[src/rtl/stack_display_pkg.sv]
// rtl/stack_display_pkg.sv - shared constants, segment decoder and FSM encoding
package stack_display_pkg;

  localparam logic [6:0] SEG_DASH  = 7'b0000001;
  localparam logic [6:0] SEG_BLANK = 7'b0000000;

  typedef enum logic [1:0] {
    IDLE    = 2'd0,
    CONVERT = 2'd1,
    COMMIT  = 2'd2
  } state_t;

  // Segment order {A,B,C,D,E,F,G}; non-decimal nibbles never reach here but render as dash.
  function automatic logic [6:0] digit_to_seg(input logic [3:0] d);
    case (d)
      4'd0:    digit_to_seg = 7'b1111110;
      4'd1:    digit_to_seg = 7'b0110000;
      4'd2:    digit_to_seg = 7'b1101101;
      4'd3:    digit_to_seg = 7'b1111001;
      4'd4:    digit_to_seg = 7'b0110011;
      4'd5:    digit_to_seg = 7'b1011011;
      4'd6:    digit_to_seg = 7'b1011111;
      4'd7:    digit_to_seg = 7'b1110000;
      4'd8:    digit_to_seg = 7'b1111111;
      4'd9:    digit_to_seg = 7'b1111011;
      default: digit_to_seg = SEG_DASH;
    endcase
  endfunction

endpackage

[src/rtl/stack_display_if.sv]
// rtl/stack_display_if.sv - stack word input and multiplexed display output bundle
interface stack_display_if #(
  parameter int VALUE_W = 32,
  parameter int DIGITS  = 4
);
  logic [VALUE_W-1:0] value;
  logic               valid;
  logic [6:0]         seg;
  logic [DIGITS-1:0]  digit_sel;
  logic               busy;

  modport master (output value, valid, input seg, digit_sel, busy);
  modport slave  (input value, valid, output seg, digit_sel, busy);
endinterface

[src/rtl/stack_display_bin2bcd_serial.sv]
// rtl/stack_display_bin2bcd_serial.sv - serial shift-add-3 binary to BCD converter
module bin2bcd_serial #(
  parameter int VALUE_W = 32,
  parameter int DIGITS  = 4
) (
  input  logic                  clk,
  input  logic                  rst,
  input  logic                  start,
  input  logic [VALUE_W-1:0]    din,
  output logic                  done,
  output logic [4*DIGITS-1:0]   bcd,
  output logic                  overflow
);

  localparam int CW = $clog2(VALUE_W + 1);

  logic [VALUE_W-1:0]  bin_q;
  logic [CW-1:0]       cnt_q;
  logic [4*DIGITS-1:0] bcd_adj;

  // Add 3 to every nibble >= 5 so the following shift carries correctly into the next digit.
  always_comb begin
    bcd_adj = bcd;
    for (int i = 0; i < DIGITS; i++) begin
      if (bcd[4*i +: 4] >= 4'd5) bcd_adj[4*i +: 4] = bcd[4*i +: 4] + 4'd3;
    end
  end

  // High during the last shift cycle, so the result is final on the following cycle.
  assign done = (cnt_q == CW'(1));

  // Capture on start, then one adjust-and-shift per cycle; a bit leaving the top digit means overflow.
  always_ff @(posedge clk or posedge rst) begin
    if (rst) begin
      bin_q    <= '0;
      bcd      <= '0;
      overflow <= 1'b0;
      cnt_q    <= '0;
    end else if (start) begin
      bin_q    <= din;
      bcd      <= '0;
      overflow <= 1'b0;
      cnt_q    <= CW'(VALUE_W);
    end else if (cnt_q != '0) begin
      {bcd, bin_q} <= {bcd_adj[4*DIGITS-2:0], bin_q, 1'b0};
      if (bcd_adj[4*DIGITS-1]) overflow <= 1'b1;
      cnt_q <= cnt_q - CW'(1);
    end
  end

endmodule

[src/rtl/stack_display.sv]
// rtl/stack_display.sv - top-of-stack decimal display driver with atomic commit and digit scanner
module stack_display
  import stack_display_pkg::*;
#(
  parameter int DIGITS   = 4,
  parameter int VALUE_W  = 32,
  parameter int SCAN_DIV = 14
) (
  input  logic           clk,
  input  logic           rst,
  stack_display_if.slave bus
);

  localparam int IW = (DIGITS > 1) ? $clog2(DIGITS) : 1;

  state_t                    state_q, state_d;
  logic                      start, drop;
  logic [VALUE_W-1:0]        last_value_q;
  logic                      last_valid_q;
  logic                      dash_pend_q;
  logic                      conv_done, conv_ovf;
  logic [4*DIGITS-1:0]       conv_bcd;
  logic [DIGITS-1:0][6:0]    disp_buf;
  logic [DIGITS-1:0][6:0]    commit_pat;
  logic                      leading;
  logic [SCAN_DIV-1:0]       presc_q;
  logic [IW-1:0]             idx_q, idx_d;

  bin2bcd_serial #(
    .VALUE_W (VALUE_W),
    .DIGITS  (DIGITS)
  ) u_conv (
    .clk      (clk),
    .rst      (rst),
    .start    (start),
    .din      (bus.value),
    .done     (conv_done),
    .bcd      (conv_bcd),
    .overflow (conv_ovf)
  );

  // State register.
  always_ff @(posedge clk or posedge rst) begin
    if (rst) state_q <= IDLE;
    else     state_q <= state_d;
  end

  // Inputs are only looked at in IDLE, so whatever is current when we get back there wins.
  always_comb begin
    state_d = state_q;
    start   = 1'b0;
    drop    = 1'b0;
    case (state_q)
      IDLE: begin
        if (bus.valid && (bus.value != last_value_q || !last_valid_q)) begin
          start   = 1'b1;
          state_d = CONVERT;
        end else if (!bus.valid && last_valid_q) begin
          drop = 1'b1;
        end
      end
      CONVERT: if (conv_done) state_d = COMMIT;
      COMMIT:  state_d = IDLE;
      default: state_d = IDLE;
    endcase
  end

  // Remember what is shown; an emptied stack schedules an all-dash load for the next cycle.
  always_ff @(posedge clk or posedge rst) begin
    if (rst) begin
      last_value_q <= '0;
      last_valid_q <= 1'b0;
      dash_pend_q  <= 1'b0;
    end else begin
      if (start) begin
        last_value_q <= bus.value;
        last_valid_q <= 1'b1;
      end else if (drop) begin
        last_valid_q <= 1'b0;
      end
      dash_pend_q <= drop;
    end
  end

  // Overflow dashes everything; otherwise blank leading zeros but always show digit 0.
  always_comb begin
    commit_pat = '0;
    leading    = 1'b1;
    for (int i = DIGITS - 1; i >= 0; i--) begin
      if (conv_ovf) begin
        commit_pat[i] = SEG_DASH;
      end else begin
        if (conv_bcd[4*i +: 4] != 4'd0 || i == 0) leading = 1'b0;
        commit_pat[i] = leading ? SEG_BLANK : digit_to_seg(conv_bcd[4*i +: 4]);
      end
    end
  end

  // Display buffer changes only as a whole, so no half-converted value is ever visible.
  always_ff @(posedge clk or posedge rst) begin
    if (rst)                    disp_buf <= {DIGITS{SEG_DASH}};
    else if (state_q == COMMIT) disp_buf <= commit_pat;
    else if (dash_pend_q)       disp_buf <= {DIGITS{SEG_DASH}};
  end

  // Next digit index: advance on prescaler wrap and wrap explicitly at the last digit.
  always_comb begin
    idx_d = idx_q;
    if (presc_q == '1) idx_d = (idx_q == IW'(DIGITS - 1)) ? '0 : idx_q + IW'(1);
  end

  // Scanner outputs are registered together so seg and digit_sel switch on the same edge.
  always_ff @(posedge clk or posedge rst) begin
    if (rst) begin
      presc_q       <= '0;
      idx_q         <= '0;
      bus.seg       <= SEG_DASH;
      bus.digit_sel <= DIGITS'(1);
    end else begin
      presc_q       <= presc_q + SCAN_DIV'(1);
      idx_q         <= idx_d;
      bus.seg       <= disp_buf[idx_d];
      bus.digit_sel <= DIGITS'(1) << idx_d;
    end
  end

  assign bus.busy = (state_q != IDLE);

endmodule

[src/flat_wrapper.sv]
// flat-port wrapper written by rule: the top's interface ports become plain ports
module stack_display_flat import stack_display_pkg::*;
#(
  parameter int DIGITS   = 4,
  parameter int VALUE_W  = 32,
  parameter int SCAN_DIV = 14
)
  (clk, rst, bus_value, bus_valid, bus_seg, bus_digit_sel, bus_busy);
  stack_display_if #(.VALUE_W(VALUE_W), .DIGITS(DIGITS)) bus_i ();
  input  logic clk;
  input  logic rst;
  input wire logic [$bits(bus_i.value)-1:0] bus_value;
  input wire logic [$bits(bus_i.valid)-1:0] bus_valid;
  output wire logic [$bits(bus_i.seg)-1:0] bus_seg;
  output wire logic [$bits(bus_i.digit_sel)-1:0] bus_digit_sel;
  output wire logic [$bits(bus_i.busy)-1:0] bus_busy;
  assign bus_i.value = bus_value;
  assign bus_i.valid = bus_valid;
  assign bus_seg = bus_i.seg;
  assign bus_digit_sel = bus_i.digit_sel;
  assign bus_busy = bus_i.busy;
  stack_display #(.DIGITS(DIGITS), .VALUE_W(VALUE_W), .SCAN_DIV(SCAN_DIV)) u_core (.clk(clk), .rst(rst), .bus(bus_i));
endmodule
[config.mk]
export PLATFORM = sky130hd
export DESIGN_NAME = stack_display_flat
export DESIGN_NICKNAME = d
export VERILOG_FILES = /design/src/rtl/stack_display_pkg.sv /design/src/rtl/stack_display_if.sv /design/src/rtl/stack_display_bin2bcd_serial.sv /design/src/rtl/stack_display.sv /design/src/flat_wrapper.sv
export SDC_FILE = /design/constraint.sdc
export NUM_CORES = 1
export LEC_CHECK = 0
export ABC_AREA = 1
export BUFFER_PORTS_ARGS = -buffer_cell sky130_fd_sc_hd__buf_2
export CAP_MARGIN = 5
export CORE_ASPECT_RATIO = 0.5
export CORE_UTILIZATION = 55
export DETAILED_ROUTE_END_ITERATION = 10
export PLACE_DENSITY = 0.73
export SLEW_MARGIN = 20
export SYNTH_ARGS = -nofsm -noshare
export SYNTH_HDL_FRONTEND = slang
export SYNTH_SLANG_ARGS = --single-unit
[constraint.sdc]
create_clock -name clk -period 12.1 [get_ports clk]
set_clock_uncertainty 0.1 [all_clocks]
set_input_delay 0.605 -clock clk [delete_from_list [all_inputs] [get_ports clk]]
set_output_delay 0.605 -clock clk [all_outputs]
set_load 0.01 [all_outputs]
==> results of run 1 <==
-- per-stage QoR --
stage / hold slack (ns) / instance area, µm² / worst slack, ns / std cells
2_1_floorplan: 0.308 / 7710 / 7.48 / 963
3_3_place_gp: 0.320 / 8000 / 7.97 / 1168
3_5_place_dp: 0.326 / 8000 / 7.89 / 1168
4_1_cts: 0.237 / 8580 / 8.21 / 1200
5_1_grt: 0.246 / 8580 / 7.87 / 1200
6_report: 0.208 / 8580 / 8.22 / 1200
-- layer usage --
metal | share of wire | GRT usage | vias to the layer above
met1 | 0.49 | 0.323 | 2924
met2 | 0.46 | 0.396 | 121
met5 | 0 | 0 | -
met3 | 0.036 | 0.0545 | 14
li1 | - | - | 3125
met4 | 0.0090 | 0.0606 | 0
-- critical path, stage by stage, from the launching register on --
cell                      delay [ns]
sky130_fd_sc_hd__dfrtp_1        0.40
sky130_fd_sc_hd__nand2_1        0.10
sky130_fd_sc_hd__nand2_1        0.06
sky130_fd_sc_hd__inv_1          0.04
sky130_fd_sc_hd__nand2_1        0.05
sky130_fd_sc_hd__nor2_1         0.13
sky130_fd_sc_hd__nand2_1        0.09
sky130_fd_sc_hd__nor2_2         0.12
sky130_fd_sc_hd__nand3_2        0.59
sky130_fd_sc_hd__nand2_2        0.85
sky130_fd_sc_hd__buf_4          0.58
sky130_fd_sc_hd__inv_2          0.39
sky130_fd_sc_hd__o21ai_0        0.27
-- cell families after synthesis --
logic type | share of synthesized area
xor gates and xnor gates | 0.0307
DFF | 0.475
adders and majority gates | 0.0519
buffers and inverters | 0.0926
and+or+nand+nor | 0.258
AOI/OAI and AO/OA | 0.0920
-- cells in the final DEF (no fill, tap or decap), types with 2 or more instances in the layout --
cell type / instances
sky130_fd_sc_hd__dfrtp_1: 140
sky130_fd_sc_hd__xor2_1: 15
sky130_fd_sc_hd__nand2_2: 3
sky130_fd_sc_hd__o21ai_1: 6
sky130_fd_sc_hd__a211oi_1: 3
sky130_fd_sc_hd__ha_1: 32
sky130_fd_sc_hd__o21a_1: 2
sky130_fd_sc_hd__inv_6: 3
sky130_fd_sc_hd__nand3_1: 107
sky130_fd_sc_hd__nor2_2: 6
sky130_fd_sc_hd__or2_2: 5
sky130_fd_sc_hd__buf_4: 5
sky130_fd_sc_hd__a22o_1: 3
sky130_fd_sc_hd__inv_1: 123
sky130_fd_sc_hd__nor3_1: 9
sky130_fd_sc_hd__bufinv_16: 2
sky130_fd_sc_hd__clkinvlp_4: 5
sky130_fd_sc_hd__nand3_2: 12
sky130_fd_sc_hd__inv_2: 4
sky130_fd_sc_hd__clkbuf_16: 17
sky130_fd_sc_hd__nor2_1: 63
sky130_fd_sc_hd__o21ai_0: 67
sky130_fd_sc_hd__nand4_1: 2
sky130_fd_sc_hd__nand2_1: 251
sky130_fd_sc_hd__clkbuf_1: 3
sky130_fd_sc_hd__buf_2: 46
sky130_fd_sc_hd__o211ai_1: 2
sky130_fd_sc_hd__o22ai_1: 9
sky130_fd_sc_hd__xnor2_1: 12
sky130_fd_sc_hd__dfstp_2: 6
sky130_fd_sc_hd__a21oi_1: 37
-- sequential cells by signal, indices dropped and copies added, names as in the netlist --
| name | count |
|---|---|
| u_core.idx_q | 2 |
| u_core.last_valid_q | 1 |
| u_core.bus.digit_sel | 4 |
| u_core.state_q | 2 |
| u_core.last_value_q | 32 |
| u_core.u_conv.cnt_q | 6 |
| u_core.presc_q | 14 |
| u_core.dash_pend_q | 1 |
| u_core.u_conv.bin_q | 32 |
| u_core.u_conv.overflow | 1 |
| u_core.u_conv.bcd | 16 |
| u_core.bus.seg | 7 |
| u_core.disp_buf | 28 |
-- where the power goes --
part           internal [mW]  leakage [nW]  total, mW  switching, mW
clock network          0.310         0.266      0.522          0.211
logic                  0.248          2.42      0.637          0.389
registers              0.644          1.87      0.772          0.128
total                   1.20          4.55       1.93          0.728
-- layout make-up --
cell class / count / area (µm²) / area share
Sequential cell: 146 / 3660 / 0.427
Multi-Input combinational cell: 651 / 3340 / 0.390
Inverter: 128 / 485 / 0.0566
Clock buffer: 21 / 450 / 0.0525
Timing Repair Buffer: 51 / 268 / 0.0312
Tap cell: 192 / 240 / 0.0280
Clock inverter: 11 / 129 / 0.0150
-- final timing paths --
kind                                          from                 endpoint  slack (ns)  depth (start not counted)
setup / recovery           u_core.last_value_q[21]  u_core.last_value_q[17]        8.22                         12
hold / removal                                 rst      u_core.last_valid_q        0.21                          2
setup reg to reg           u_core.last_value_q[21]  u_core.last_value_q[17]        8.22                         12
hold reg to reg                  u_core.state_q[1]        u_core.state_q[1]        0.34                          1
max in group asynchronous                      rst  u_core.u_conv.bin_q[21]       10.37                          3
min in group clk                         bus_valid       u_core.dash_pend_q        0.26                          2
==> summary.txt, run 1 <==
Detailed routing
  – Count of TritonRoute iterations in the first routing pass: 6
  – Vias per cell: around 5.2
  – Total via count after detailed routing: approximately 6.2k
  – Number of nets with antenna violations after detailed routing: 0
  – Routed WL: between 15,000 and 20,000 µm
  – DRC violations left: 0
  – Count of routing violations after the opening detailed-route iteration: 400
  – Routed length per placed instance: 13.3 µm

Critical path
  – Largest fanout on the critical path: 53
  – Critical path launch point type: flop
  – Kind of critical path: flop to flop
  – Critical path capture point type: flop
  – Required @ worst endpoint: 12.33 ns
  – Arr. time, crit path: 4.11 ns

Synth
  – Part of the Yosys area used for sequential elements: 0.475
  – Cells after Synth: 963
  – Post-synthesis async set-or-reset flop share: 1.00
  – Yosys cell types: 35
  – Synth Warn #: 0
  – Top cell type's share of synthesized area: 0.454
  – Mean cell area of the mapped netlist: 8.01 µm²
  – Post-synthesis register bit count: around 150
  – EDFF count, synth: 0
  – Netlist Area Pre-Place: 0.00771 mm²
  – Post-Synthesis Net Count: between 1k and 1.5k
  – Top post-synthesis cells by count: sky130_fd_sc_hd__nand2_1, sky130_fd_sc_hd__dfrtp_1, sky130_fd_sc_hd__inv_1
  – Dominant cell by count in the synthesized netlist: sky130_fd_sc_hd__nand2_1
  – Prevailing post-synth register cell: sky130_fd_sc_hd__dfrtp_1
  – Ranking of synthesized cells by area: sky130_fd_sc_hd__dfrtp_1, sky130_fd_sc_hd__nand2_1, sky130_fd_sc_hd__nand3_1, sky130_fd_sc_hd__inv_1, sky130_fd_sc_hd__ha_1
  – Cell type with the largest total area after synthesis: sky130_fd_sc_hd__dfrtp_1

Clocking
  – Clock tree from TritonCTS: yes
  – Insertion delay of the later-clocked pin in the worst-skew pair: 0.42 ns
  – Root buffer selected by CTS: sky130_fd_sc_hd__clkbuf_16
  – Register clock-pin slew on the reported worst setup and hold paths: about 0.07 ns
  – Resized Gates After CTS: 0
  – Maximum level of the CTS H-tree: 4
  – Maximum number of buffers from clock root to sink: 2
  – Clock Sinks: between 100 and 150
  – CTS hold repair buffers: 0
  – Count of buffers added by post-CTS timing repair for setup: 0
  – TritonCTS Buffers: 17

STA
  – Number of endpoints failing setup at the final stage: 0
  – RSZ-0062 raised after global routing: false
  – Final setup TNS: 0 ns
  – Hold Vio Cnt, Final: 0
  – Peak clock frequency supported by timing: 258 MHz
  – Post-layout minimum cycle time: approximately 3.9 ns
  – Measured slew at the worst slew-check pin: 1.05 ns
  – Worst slew margin: 0.302
  – Portion of the clock cycle consumed by the worst path in the final layout: 0.321
  – Final-report max-slew violation count: 0

Floorplan
  – Die outline width: 169 µm
  – Die span in y: 85.7 µm
  – Starting density of the core: 0.566
  – Number of placed I/O pins: 47
  – Area of the core region: 0.0136 mm²
  – Overall die area: 0.0145 mm²
  – Standard-cell row count: 30

GRT
  – Initial antenna violation count: 0
  – Remaining global-route overflow: 0
  – Overall global routing resource usage: 0.240
  – Via count of the first global-routing pass: around 5.8k
  – Largest net degree at the start of global routing: 81
  – First-pass GRT wire length: 27,500 µm

Finish
  – Layout Nets: between 1k and 1.5k
  – Share of final-layout standard cells stronger than drive strength 1: 0.117
  – Fill cell count: 1,155
  – ANT cells: 0
  – Growth of design area from synthesis to finish: 11.2%
  – Core utilization of the finished layout: 0.629

Pwr
  – Peak supply drop: 0.129 mV
  – Static Leakage: 4.55 nW
  – Total chip power: ~1.9 mW
  – Power Density: 225 mW/mm²

Job
  – Reported max-cap violation count: 0

Placed design
  – Number of buffer cells added on primary ports: 46
  – Final HPWL from detailed placement: 10,300 µm
  – Routability Congestion: 0.823

Min path
  – Hold Path Class: input port to async pin

Outcome
  – Outcome: completed
Power figures use the tool's default switching activity.
==> run 2: changes to the inputs <==
--- a/config.mk
+++ b/config.mk
@@ -5,13 +5,13 @@
 export SDC_FILE = /design/constraint.sdc
 export NUM_CORES = 1
 export LEC_CHECK = 0
-export ABC_AREA = 1
+export ABC_AREA = 0
 export BUFFER_PORTS_ARGS = -buffer_cell sky130_fd_sc_hd__buf_2
 export CAP_MARGIN = 5
 export CORE_ASPECT_RATIO = 0.5
 export CORE_UTILIZATION = 55
 export DETAILED_ROUTE_END_ITERATION = 10
-export PLACE_DENSITY = 0.73
+export PLACE_DENSITY = 0.76
 export SLEW_MARGIN = 20
 export SYNTH_ARGS = -nofsm -noshare
 export SYNTH_HDL_FRONTEND = slang
==> constraint.sdc (replaced) <==
create_clock -name clk -period 3.55 [get_ports clk]
set_clock_uncertainty 0.1 [all_clocks]
set_input_delay 0.1775 -clock clk [delete_from_list [all_inputs] [get_ports clk]]
set_output_delay 0.1775 -clock clk [all_outputs]
set_load 0.01 [all_outputs]
==> summary.txt, run 2 <==
Floorplan
  – Die span in y: 84.1 µm
  – Overall die area: 0.0140 mm²
  – Area of the core region: 0.0129 mm²
  – Number of placed I/O pins: 47
  – Standard-cell row count: 29
  – Die outline width: 166 µm
  – Starting density of the core: 0.575

Synth
  – Post-Synthesis Net Count: 796
  – Netlist Area Pre-Place: around 0.0074 mm²
  – EDFF count, synth: 0
  – Prevailing post-synth register cell: sky130_fd_sc_hd__dfrtp_1
  – Ranking of synthesized cells by area: sky130_fd_sc_hd__dfrtp_1, sky130_fd_sc_hd__mux2_2, sky130_fd_sc_hd__nand2_1, sky130_fd_sc_hd__ha_1, sky130_fd_sc_hd__xnor2_1
  – Yosys cell types: 45
  – Post-synthesis register bit count: 146
  – Cells after Synth: 729
  – Post-synthesis async set-or-reset flop share: 1.00
  – Top cell type's share of synthesized area: 0.473
  – Mean cell area of the mapped netlist: 10.2 µm²
  – Dominant cell by count in the synthesized netlist: sky130_fd_sc_hd__dfrtp_1
  – Cell type with the largest total area after synthesis: sky130_fd_sc_hd__dfrtp_1
  – Part of the Yosys area used for sequential elements: 0.494
  – Synth Warn #: 0
  – Top post-synthesis cells by count: sky130_fd_sc_hd__dfrtp_1, sky130_fd_sc_hd__nand2_1, sky130_fd_sc_hd__mux2_2

GRT
  – Overall global routing resource usage: 0.239
  – Initial antenna violation count: 0
  – Remaining global-route overflow: 0
  – Largest net degree at the start of global routing: 97
  – Via count of the first global-routing pass: 5,404
  – First-pass GRT wire length: roughly 26,000 µm

Critical path
  – Arr. time, crit path: approximately 3 ns
  – Maximum cell stage delay along the critical path: roughly 0.55 ns
  – Largest fanout on the critical path: 58
  – Cell count of the worst reg-to-reg path: 7
  – Critical path capture point type: flop
  – Crit-path slowest cell: sky130_fd_sc_hd__dlygate4sd3_1
  – WP buf/inv: 3
  – Reg2reg setup slack: 0.85 ns
  – Crit path depth: 9
  – End of the worst register-to-register path: u_core.u_conv.bin_q[26]
  – Critical path launch point type: input port
  – Reg-to-Reg Start: u_core.last_value_q[25]
  – Worst path cell trace: dlygate4sd3_1 > buf_2 > xor2_1 > nor4_1 > nand4_1 > nor4_1 > a21oi_4 > buf_12 > mux2_2
  – Worst path most repeated cell: sky130_fd_sc_hd__nor4_1
  – Kind of critical path: input port to flop
  – Top delay family on crit path: buffers and inverters
  – Required @ worst endpoint: 3.75 ns
  – Timing endpoint of the critical path: u_core.u_conv.bin_q[26]
  – Critical path launch point: bus_value[25]

Clocking
  – Maximum number of buffers from clock root to sink: 2
  – Clock tree from TritonCTS: yes
  – Maximum level of the CTS H-tree: 4
  – Count of buffers added by post-CTS timing repair for setup: 0
  – TritonCTS Buffers: 17
  – Register clock-pin slew on the reported worst setup and hold paths: about 0.07 ns
  – Insertion delay of the later-clocked pin in the worst-skew pair: 0.42 ns
  – Root buffer selected by CTS: sky130_fd_sc_hd__clkbuf_16
  – Clock Sinks: 146

Detailed routing
  – Count of TritonRoute iterations in the first routing pass: 7
  – Routed WL: 15,200 µm
  – Count of routing violations after the opening detailed-route iteration: 317
  – DRC violations left: 3
  – Total via count after detailed routing: 5,291
  – Vias per cell: ~5.4
  – Routed length per placed instance: 15.4 µm
  – Number of nets with antenna violations after detailed routing: 0

Placed design
  – Instance count after placement with tap cells included: between 900 and 1k
  – Worst setup slack after placement: 0.905 ns
  – Routability Congestion: 0.820
  – Number of buffer cells added on primary ports: 46
  – Final HPWL from detailed placement: 9920 µm

STA
  – Worst slew margin: 0.412
  – Portion of the clock cycle consumed by the worst path in the final layout: 0.778
  – Measured slew at the worst slew-check pin: 0.880 ns
  – Hold Vio Cnt, Final: 0
  – RSZ-0062 raised after global routing: false
  – Number of endpoints failing setup at the final stage: 0
  – Final setup TNS: 0 ns
  – Final-report max-slew violation count: 0
  – Post-layout minimum cycle time: between 2 and 3 ns
  – Peak clock frequency supported by timing: 362 MHz
  – Worst Slack Setup Final: about 0.8 ns

Pwr
  – Peak supply drop: 0.382 mV
  – Power Density: 800 mW/mm²
  – Static Leakage: 4.25 nW

Finish
  – Share of final-layout standard cells stronger than drive strength 1: 0.199
  – Most frequent cells in the layout: sky130_fd_sc_hd__dfrtp_1, sky130_fd_sc_hd__nand2_1, sky130_fd_sc_hd__mux2_2
  – Growth of design area from synthesis to finish: 18.6%
  – Largest registers ranked by flip-flop count: u_core.last_value_q x32, u_core.u_conv.bin_q x32, u_core.disp_buf x28
  – ANT cells: 0
  – Post-Layout Cell Count: 986
  – Commonest non-fill, non-tap cell in the layout: sky130_fd_sc_hd__dfrtp_1
  – Core utilization of the finished layout: 0.682
  – Layout Nets: 871

Outcome
  – Outcome: finished with violations
  – Violations in the final reports: DRC

Min path
  – Hold Path Class: input port to async pin

Job
  – Reported max-cap violation count: 0
run 2: cell count changes after synthesis, sizes merged, moves of 8 or more:
cell    before  now
nand2      254  137
nand3      119   15
inv        128   31
mux2         0   63
o21ai       73   41
mux2i        0   24
nor2        69   47
buf         27    9
xnor2       12   30
clkbuf      11   23
nand2b       0    8
nor3b        0    8
o22ai        9    1
run 2: per-stage QoR:
stage	total power, mW	instance area, µm²	hold slack, ns
finish	7.03	8780	0.230
global route	7.53	8780	0.277
global placement	4.98	7820	0.116
detailed placement	5.10	7820	0.118
CTS	7.06	8780	0.223
floorplan	4.52	7410	0.160
run 2: report_power, final:
group	total (mW)	internal [mW]	leakage [nW]	switching [mW]
clock	1.90	1.16	0.301	0.736
combinational	2.36	1.14	2.11	1.22
sequential	2.77	2.26	1.84	0.508
total	7.03	4.57	4.25	2.46
run 2: worst min-delay path by stage:
stage          startpoint                      end  slack (ns)  cells past startpoint
3_3_place_gp          rst  u_core.u_conv.bin_q[25]        0.12                      2
5_1_grt               rst  u_core.last_value_q[20]        0.28                      3
4_1_cts               rst  u_core.u_conv.bin_q[21]        0.22                      3
2_1_floorplan   bus_valid       u_core.dash_pend_q        0.16                      1
6_report              rst  u_core.last_value_q[20]        0.23                      3
3_5_place_dp          rst  u_core.u_conv.bin_q[24]        0.12                      2
run 2: area by class of cell:
type / count / area [µm²]
inverters: 31 / 120
well taps: 170 / 213
repair buffers: 88 / 668
clock inverters: 12 / 171
clock buffers: 19 / 453
flip-flops and latches: 146 / 3660
fillers: 951 / 4100
multi-input cells: 520 / 3500
run 2: per-layer routing:
metal | vias to the layer above | part of all wire | GRT usage
met5 | - | 0 | 0
met4 | 0 | 0.022 | 0.0952
met3 | 27 | 0.037 | 0.0479
met2 | 106 | 0.47 | 0.396
met1 | 2557 | 0.47 | 0.311
li1 | 2601 | - | -
run 2: worst register-to-register path, cell delays in order, from the launching register on:
cell                      delay, ns
sky130_fd_sc_hd__dfrtp_1       0.39
sky130_fd_sc_hd__xor2_1        0.16
sky130_fd_sc_hd__nor4_1        0.35
sky130_fd_sc_hd__nand4_1       0.16
sky130_fd_sc_hd__nor4_1        0.46
sky130_fd_sc_hd__a21oi_4       0.32
sky130_fd_sc_hd__buf_12        0.32
sky130_fd_sc_hd__mux2_2        0.33
run 2: timing repair:
| action | in CTS | in global routing |
|---|---|---|
| endpoints found under the hold margin | 84 | 0 |
| resized for setup | 0 | 0 |
| hold buffers | 34 | 0 |
run 2: kinds of logic (layout without fill, tap and decap cells):
group	count (synthesis)	count (layout)	share of synthesized area
AO/OA/AOI/OAI	105	105	0.0804
adder cells (fa/ha/maj)	32	32	0.0541
multiplexers	87	87	0.130
AND/OR/NAND/NOR	245	245	0.145
buffers and inverters	63	150	0.0356
flip-flops	146	146	0.494
XOR/XNOR	51	51	0.0603
==> run 3: changes to the inputs <==
--- a/config.mk
+++ b/config.mk
@@ -5,13 +5,13 @@
 export SDC_FILE = /design/constraint.sdc
 export NUM_CORES = 1
 export LEC_CHECK = 0
-export ABC_AREA = 0
+export ABC_AREA = 1
 export BUFFER_PORTS_ARGS = -buffer_cell sky130_fd_sc_hd__buf_2
 export CAP_MARGIN = 5
 export CORE_ASPECT_RATIO = 0.5
 export CORE_UTILIZATION = 55
 export DETAILED_ROUTE_END_ITERATION = 10
-export PLACE_DENSITY = 0.76
+export PLACE_DENSITY = 0.73
 export SLEW_MARGIN = 20
 export SYNTH_ARGS = -nofsm -noshare
 export SYNTH_HDL_FRONTEND = slang
==> constraint.sdc (replaced) <==
create_clock -name clk -period 2.63 [get_ports clk]
set_clock_uncertainty 0.1 [all_clocks]
set_input_delay 0.1315 -clock clk [delete_from_list [all_inputs] [get_ports clk]]
set_output_delay 0.1315 -clock clk [all_outputs]
set_load 0.01 [all_outputs]
==> summary.txt, run 3 (synthesis results as in run 1) <==
Outcome
  – Outcome: completed

STA
  – Final-report max-slew violation count: 0
  – Measured slew at the worst slew-check pin: ~0.80 ns
  – Worst slew margin: 0.466
  – Post-route worst hold slack: 0.301 ns
  – Final setup TNS: 0 ns
  – Hold Vio Cnt, Final: 0
  – Number of endpoints failing setup at the final stage: 0
  – Peak clock frequency supported by timing: between 400 and 500 MHz
  – RSZ-0062 raised after global routing: false
  – Worst Slack Setup Final: 0.474 ns
  – Post-layout minimum cycle time: 2.16 ns
  – Portion of the clock cycle consumed by the worst path in the final layout: 0.820

Placed design
  – Instance count after placement with tap cells included: 1,178
  – Routability Congestion: about 0.84
  – Final HPWL from detailed placement: 11,100 µm
  – Worst setup slack after placement: ~0.5 ns
  – Number of buffer cells added on primary ports: 46
  – Instance area after placement: 0.00810 mm²

Clocking
  – Insertion delay of the later-clocked pin in the worst-skew pair: 0.43 ns
  – Clock Sinks: 146
  – Maximum level of the CTS H-tree: 4
  – Register clock-pin slew on the reported worst setup and hold paths: 0.06 ns
  – TritonCTS Buffers: 17
  – Clock tree from TritonCTS: yes
  – Root buffer selected by CTS: sky130_fd_sc_hd__clkbuf_16
  – Maximum number of buffers from clock root to sink: 2

Critical path
  – Critical path capture point type: flop
  – Kind of critical path: flop to flop
  – Required @ worst endpoint: 2.87 ns
  – Top delay family on crit path: simple AND/OR/NAND/NOR gates
  – Worst path cell trace: xor2_1 > nor2_1 > nand2_1 > nor2_1 > nand3_2 > nand2_2 > inv_2 > o21ai_0
  – Critical path launch point type: flop
  – Largest fanout on the critical path: 31
  – WP buf/inv: 1
  – Arr. time, crit path: 2.39 ns
  – Maximum cell stage delay along the critical path: 0.39 ns
  – Crit-path slowest cell: sky130_fd_sc_hd__dfrtp_1
  – End of the worst register-to-register path: u_core.last_value_q[26]
  – Reg-to-Reg Start: u_core.last_value_q[12]
  – Reg2reg setup slack: 0.47 ns
  – Cell count of the worst reg-to-reg path: 8
  – Worst path most repeated cell: sky130_fd_sc_hd__nor2_1

Finish
  – Core utilization of the finished layout: 0.669
  – Fill cell count: 1,154
  – Total area of sequential cells: 0.00366 mm²
  – Area of combinational cells with multiple inputs: around 0.0033 mm²
  – Post-Layout Cell Count: 1,242
  – Growth of design area from synthesis to finish: 18.1%
  – ANT cells: 0
  – Share of final-layout standard cells stronger than drive strength 1: 0.122
  – Post-route design area: 0.00911 mm²
  – Layout Nets: 1,106
  – Most frequent cells in the layout: sky130_fd_sc_hd__nand2_1, sky130_fd_sc_hd__dfrtp_1, sky130_fd_sc_hd__inv_1
  – Commonest non-fill, non-tap cell in the layout: sky130_fd_sc_hd__nand2_1
  – Largest registers ranked by flip-flop count: u_core.last_value_q x32, u_core.u_conv.bin_q x32, u_core.disp_buf x28

Pwr
  – Power Density: roughly 1000 mW/mm²
  – Peak supply drop: 0.612 mV
  – Total chip power: 9.37 mW
  – Static Leakage: a little under 5 nW

GRT
  – Met1 Track Usage GR: 0.337
  – Global-route track usage on met2: 0.423
  – Busiest layer in global routing: met2
  – Remaining global-route overflow: 0
  – Initial antenna violation count: 0
  – First-pass GRT wire length: 29,200 µm
  – Via count of the first global-routing pass: 6,193
  – Met3 track demand over resource in global routing: 0.0526
  – Overall global routing resource usage: 0.255
  – Largest net degree at the start of global routing: between 40 and 50

Detailed routing
  – DRC violations left: 0
  – Routed length per placed instance: 13.6 µm
  – Routed WL: approximately 17,000 µm
  – Total via count after detailed routing: 6,340
  – Number of nets with antenna violations after detailed routing: 0
  – Vias per cell: 5.10
  – Count of TritonRoute iterations in the first routing pass: 7
  – Count of routing violations after the opening detailed-route iteration: 488

Floorplan
  – Starting density of the core: 0.566
  – Standard-cell row count: 30
  – Overall die area: 0.0145 mm²
  – Die outline width: 169 µm
  – Die span in y: 85.7 µm
  – Area of the core region: 0.0136 mm²
  – Number of placed I/O pins: 47

Job
  – Reported max-cap violation count: 0

Min path
  – Hold Path Class: input port to async pin
## run 3: worst max-delay path by stage
stage	from	to	depth (start not counted)
floorplan	rst	u_core.bus.digit_sel[1]	1
global placement	u_core.last_value_q[12]	u_core.last_value_q[26]	8
detailed placement	u_core.last_value_q[3]	u_core.last_value_q[18]	9
CTS	u_core.last_value_q[3]	u_core.last_value_q[11]	9
global route	u_core.last_value_q[26]	u_core.last_value_q[11]	11
finish	u_core.last_value_q[12]	u_core.last_value_q[26]	8
## run 3: power by group
group / switching [mW] / internal, mW / total [mW] / leakage [nW]
Combinational: 1.83 / 1.20 / 3.03 / 2.61
Clock: 0.938 / 1.85 / 2.78 / 0.329
Sequential: 0.591 / 2.96 / 3.55 / 1.87
Total: 3.36 / 6.01 / 9.37 / 4.81
## run 3: layer usage
metal  up-vias  part of all wire  routed length, µm
li1       3207                 -                  -
met2       128              0.47               7990
met3        24             0.036                604
met4         0             0.012                209
met5         -                 0                  0
met1      2981              0.48               8030
## run 3: final cells by class
cell class,instances,area share
Tap cell,192,0.0264
Multi-Input combinational cell,651,0.367
Inverter,128,0.0532
Clock buffer,21,0.0516
Clock inverter,9,0.0223
Sequential cell,146,0.402
Timing Repair Buffer,95,0.0777
## run 3: what timing repair did
item,4_1_cts,5_1_grt
buffers inserted,0,0
hold buffers,34,0
hold endpoints to repair,95,0
gates resized for setup,0,0
## run 3: worst min-delay path, delay by kind of cell
kind / cells / cell delay [ns]
buffers and inverters: 3 / 1.18
